--- src/rtl/tmds_deserializer_if.sv ---
// tmds_deserializer_if: serial input and aligned word output of one TMDS channel deserializer
interface tmds_deserializer_if;
  logic       din;
  logic [9:0] dout;
  logic       valid;
  logic       is_token;
  logic       locked;
  modport master (output din, input dout, valid, is_token, locked);
  modport slave (input din, output dout, valid, is_token, locked);
endinterface

--- src/rtl/tmds_deserializer.sv ---
// tmds_deserializer: bit-clock TMDS channel deserializer with control-token word alignment
module tmds_deserializer #(
  parameter int LOCK_COUNT    = 4,
  parameter int TIMEOUT_WORDS = 4096,
  parameter int TW            = 13
) (
  input logic               clk,
  input logic               rst,
  tmds_deserializer_if.slave bus
);
  localparam int CW = $clog2(LOCK_COUNT + 1);
  localparam logic [1:0] SEARCH = 2'd0, CONFIRM = 2'd1, LOCKED = 2'd2;
  logic [9:0]    sr;
  logic [3:0]    ph;
  logic [CW-1:0] cnt, cnt_nx;
  logic [TW-1:0] tcnt, tcnt_nx;
  logic [1:0]    state;
  logic          match, bnd;
  assign match = sr == 10'h354 || sr == 10'h0AB || sr == 10'h154 || sr == 10'h2AB;
  assign bnd = ph == 4'd0;
  assign cnt_nx = cnt + 1'b1;
  assign tcnt_nx = tcnt + 1'b1;
  assign bus.locked = state == LOCKED;
  always_ff @(posedge clk) begin
    if (rst) begin
      sr <= '0;
      ph <= '0;
      cnt <= '0;
      tcnt <= '0;
      state <= SEARCH;
      bus.dout <= '0;
      bus.valid <= 1'b0;
      bus.is_token <= 1'b0;
    end else begin
      sr <= {bus.din, sr[9:1]};
      ph <= ph == 4'd9 ? 4'd0 : ph + 1'b1;
      bus.valid <= 1'b0;
      case (state)
        SEARCH: if (match) begin
          // the matching cycle is treated as the boundary, so the next word lands on ph==0
          ph <= 4'd1;
          cnt <= CW'(1);
          tcnt <= '0;
          state <= LOCK_COUNT == 1 ? LOCKED : CONFIRM;
        end
        CONFIRM: if (bnd) begin
          if (match) begin
            cnt <= cnt_nx;
            if (cnt_nx == CW'(LOCK_COUNT)) begin
              state <= LOCKED;
              tcnt <= '0;
            end
          end else begin
            cnt <= '0;
            state <= SEARCH;
          end
        end
        LOCKED: if (bnd) begin
          bus.dout <= sr;
          bus.valid <= 1'b1;
          bus.is_token <= match;
          if (match) tcnt <= '0;
          else begin
            tcnt <= tcnt_nx;
            if (tcnt_nx == TW'(TIMEOUT_WORDS)) begin
              state <= SEARCH;
              cnt <= '0;
            end
          end
        end
        default: state <= SEARCH;
      endcase
    end
  end
endmodule
--- src/flat_wrapper.sv ---
// flat-port wrapper written by rule: the top's interface ports become plain ports
module tmds_deserializer_flat 
#(
  parameter int LOCK_COUNT    = 4,
  parameter int TIMEOUT_WORDS = 4096,
  parameter int TW            = 13
)
  (clk, rst, bus_din, bus_dout, bus_valid, bus_is_token, bus_locked);
  tmds_deserializer_if bus_i ();
  input logic clk;
  input logic rst;
  input wire logic [$bits(bus_i.din)-1:0] bus_din;
  output wire logic [$bits(bus_i.dout)-1:0] bus_dout;
  output wire logic [$bits(bus_i.valid)-1:0] bus_valid;
  output wire logic [$bits(bus_i.is_token)-1:0] bus_is_token;
  output wire logic [$bits(bus_i.locked)-1:0] bus_locked;
  assign bus_i.din = bus_din;
  assign bus_dout = bus_i.dout;
  assign bus_valid = bus_i.valid;
  assign bus_is_token = bus_i.is_token;
  assign bus_locked = bus_i.locked;
  tmds_deserializer #(.LOCK_COUNT(LOCK_COUNT), .TIMEOUT_WORDS(TIMEOUT_WORDS), .TW(TW)) u_core (.clk(clk), .rst(rst), .bus(bus_i));
endmodule
--- config.mk ---
export PLATFORM = sky130hd
export DESIGN_NAME = tmds_deserializer_flat
export DESIGN_NICKNAME = d
export VERILOG_FILES = /design/src/rtl/tmds_deserializer_if.sv /design/src/rtl/tmds_deserializer.sv /design/src/flat_wrapper.sv
export SDC_FILE = /design/constraint.sdc
export NUM_CORES = 1
export LEC_CHECK = 0
export ABC_AREA = 1
export CORE_MARGIN = 4
export CORE_UTILIZATION = 59
export DETAILED_ROUTE_END_ITERATION = 10
export PLACE_DENSITY = 0.79
export SLEW_MARGIN = 20
export SYNTH_ARGS = -nofsm -noshare
export SYNTH_HDL_FRONTEND = slang
export SYNTH_SLANG_ARGS = --single-unit
--- constraint.sdc ---
create_clock -name clk -period 3.05 [get_ports clk]
set_input_delay 0.4575 -clock clk [delete_from_list [all_inputs] [get_ports clk]]
set_output_delay 0.4575 -clock clk [all_outputs]
set_load 0.02 [all_outputs]
==> results.sh <==
export IMPL_status="complete, no violations"
export IMPL_cts_setup_buffers=0
export IMPL_synth_async_reset_ratio_pct=0
export IMPL_grt_overflow_total=0
export IMPL_via_per_inst=5.136
export IMPL_ff2ff_path_depth=9
export IMPL_finalSetupTns_ps=0
export IMPL_synth_cell_types=26
export IMPL_critPathRequiredTime_ps=2590
export IMPL_p_int_w=0.001069
export IMPL_fillCellCount=307
export IMPL_rsz0062_at_grt="false"
export IMPL_worst_r2r_endpoint="u_core.tcnt[9]"
export IMPL_synth_compound_area_share_pct=11.92
export IMPL_skew_ps=15.32
export IMPL_synth_edff_count=0
export IMPL_vias=1921
export IMPL_cts_buffers=5
export IMPL_gp_congestion=0.8891
export IMPL_slew_viol_final=0
export IMPL_grt_max_degree=26
export IMPL_worst_slew_pin_slew_ps=560.5
export IMPL_seqPwrFrac_pct=41.1
export IMPL_wl_met1_mm=2.014
export IMPL_finalNetCount=337
export IMPL_netlist_instances=311
export IMPL_core_um2=3416
export IMPL_ir_worst_vdd_mv=0.5367
export IMPL_wirelength_mm=4.164
export IMPL_drc_errors=0
export IMPL_maxCapViolCount=0
export IMPL_firstDrtPassIters=4
export IMPL_clock_power_share_pct=22.4
export IMPL_dp_hpwl_mm=3.006
export IMPL_critical_path_arrival_ps=1790
export IMPL_areaGrowthSynthToFinish_pct=12.97
export IMPL_synth_xor_area_share_pct=1.227
export IMPL_yosys_area_share_adder_pct=4.089
export IMPL_grt_pass1_wl_mm=7.396
export IMPL_stdcell_count=374
export IMPL_ys_flop_type="dfxtp_1"
export IMPL_post_route_period_util_pct=73.58
export IMPL_p_sw_share_pct=37.67
export IMPL_max_freq_ghz=0.4456
export IMPL_relSlewSlack_pct=62.59
export IMPL_die_w_um=68.26
export IMPL_worstPathMaxFanout=7
export IMPL_min_path_cells=2
export IMPL_initialDrtViolationCount=139
export IMPL_antenna_cells=0
export IMPL_wl_met2_mm=1.926
export IMPL_start_kind="register"
export IMPL_layout_drive_gt1_share_pct=7.012
export IMPL_cts_hold_buf=0
export IMPL_hold_end="u_core.sr[8]"
export IMPL_topRoutingLayerUsed="met4"
export IMPL_r2r_start="u_core.state[1]"
export IMPL_grt_pass1_vias=1702
export IMPL_synth_top_family_by_area="simple AND/OR/NAND/NOR gates"
export IMPL_wl_met3_um=174
export IMPL_cts_tree="yes"
export IMPL_root_buffer="clkbuf_4"
export IMPL_final_setup_viol_count=0
export IMPL_p_per_area_nw_per_um2=709.0
export IMPL_min_path_type="register to register"
export IMPL_ys_seq_area_share_pct=41.12
export IMPL_hold_viol_final=0
export IMPL_crit_path_end_kind="output port"
export IMPL_rows=21
export IMPL_cts_sinks=44
export IMPL_yosys_area_share_simple_pct=32.48
export IMPL_syn_nets=321
export IMPL_p_sw_w=0.0006464
export IMPL_synth_area_per_cell_um2=6.888
export IMPL_cts_buffer_depth=2
export IMPL_io_buffer_count=15
export IMPL_netlist_area_um2=2142
export IMPL_grt_use_total_pct=20.97
export IMPL_worstHoldStart="u_core.sr[9]"
export IMPL_clock_latency_ps=350
export IMPL_die_area_um2=4659
export IMPL_fin_util_pct=70.84
export IMPL_clkTransAtPathRegs_ps=110
export IMPL_antenna_found_initial=0
export IMPL_h_tree_depth=2
export IMPL_ios=16
export IMPL_place_inst=366
export IMPL_p_leak_nw=0.9317
export IMPL_combPwrFrac_pct=36.5
export IMPL_layout_commonest_cell="nand2_1"
export IMPL_layout_common_cells="nand2_1, nor2_1, dfxtp_1, inv_1, a21oi_1"
export IMPL_synth_area_mux_share_pct=0
export IMPL_start_util_pct=62.71
export IMPL_fin_crit_ps=2244
export IMPL_crit_type="register to output port"
export IMPL_reg2reg_setup_slack_ps=810
export IMPL_yosysWarnings=0
export IMPL_antenna_left=0
export IMPL_cts_resized=0
export IMPL_dieHeight_um=68.26
export IMPL_ys_ff_latch=44
export IMPL_wire_per_inst_um=11.13
[synthesized netlist by cell type (2+ instances only)]
library cell | instances | area (um2)
nor2_1 | 48 | 180.2
nand4_1 | 5 | 31.28
a21oi_1 | 27 | 135.1
clkbuf_1 | 6 | 22.52
dfxtp_1 | 44 | 880.8
nor2_2 | 6 | 37.54
xor2_1 | 2 | 17.52
nor3_1 | 4 | 20.02
nand3_1 | 24 | 120.1
nor4_1 | 2 | 12.51
o21ai_0 | 20 | 100.1
inv_1 | 41 | 153.9
ha_1 | 7 | 87.58
nand2_2 | 3 | 18.77
nand2_1 | 60 | 225.2
clkinv_1 | 2 | 7.510
[worst max-delay path: stages (launching register included)]
cell and delay (ps):
dfxtp_1 330, inv_1 90, ha_1 350, clkdlybuf4s50_1 680
[sequential cells by signal, indices dropped and copies added, names as in the netlist]
| register | count |
|---|---|
| u_core.cnt | 3 |
| u_core.tcnt | 13 |
| u_core.ph | 4 |
| u_core.sr | 10 |
| u_core.bus.dout | 10 |
| u_core.state | 2 |
| u_core.bus.valid | 1 |
| u_core.bus.is_token | 1 |
[final cells by class]
cell class | count | area (um2) | area share (%)
Clock buffer | 6 | 51.30 | 2.120
Clock inverter | 2 | 38.79 | 1.603
Inverter | 43 | 161.4 | 6.670
Multi-Input combinational cell | 216 | 1065 | 44.00
Sequential cell | 44 | 880.8 | 36.40
Tap cell | 46 | 57.56 | 2.378
Timing Repair Buffer | 17 | 165.2 | 6.825
[worst max path at each step]
stage	start	endpoint	slack [ps]	cells past startpoint
2_1_floorplan	u_core.state[0]	u_core.tcnt[2]	1220	10
3_3_place_gp	u_core.state[0]	u_core.tcnt[12]	930	9
3_5_place_dp	u_core.state[1]	u_core.tcnt[9]	830	9
4_1_cts	u_core.state[0]	bus_locked	790	3
5_1_grt	u_core.state[1]	u_core.tcnt[4]	580	9
6_report	u_core.state[0]	bus_locked	810	3
[metal layers]
layer | global-route usage, % | vias to the layer above
li1 | - | 1027
met1 | 26.03 | 847
met2 | 34.78 | 43
met3 | 4.105 | 4
met4 | 9.677 | 0
met5 | 0 | -
[through the flow]
| step | hold slack [ps] | total power [W] | worst slack [ps] | area, um2 |
|---|---|---|---|---|
| 2_1_floorplan | 410.1 | 0.001188 | 1219 | 2142 |
| 3_5_place_dp | 426.9 | 0.001340 | 834.3 | 2330 |
| 6_report | 446.1 | 0.001716 | 805.7 | 2420 |
| 5_1_grt | 465.9 | 0.001854 | 584.7 | 2420 |
| 4_1_cts | 444.4 | 0.001725 | 788.2 | 2420 |
| 3_3_place_gp | 417.9 | 0.001330 | 928.4 | 2330 |
[power groups by stage]
stage               Clock (W)  Combinational, W  Sequential [W]
finish               0.000385          0.000627        0.000704
global route         0.000419          0.000719        0.000715
CTS                  0.000393          0.000628        0.000705
detailed placement          0          0.000623        0.000717
global placement            0          0.000614        0.000716
floorplan                   0          0.000451        0.000736
[logic make-up (layout without fill, tap and decap cells)]
| kind of cell | after synthesis | after routing |
|---|---|---|
| and+or+nand+nor | 156 | 156 |
| DFF | 44 | 44 |
| buffers and inverters | 51 | 68 |
| adders and majority gates | 7 | 7 |
| AOI/OAI and AO/OA | 50 | 50 |
| xor gates and xnor gates | 3 | 3 |
(Power assumes the default switching activity.)
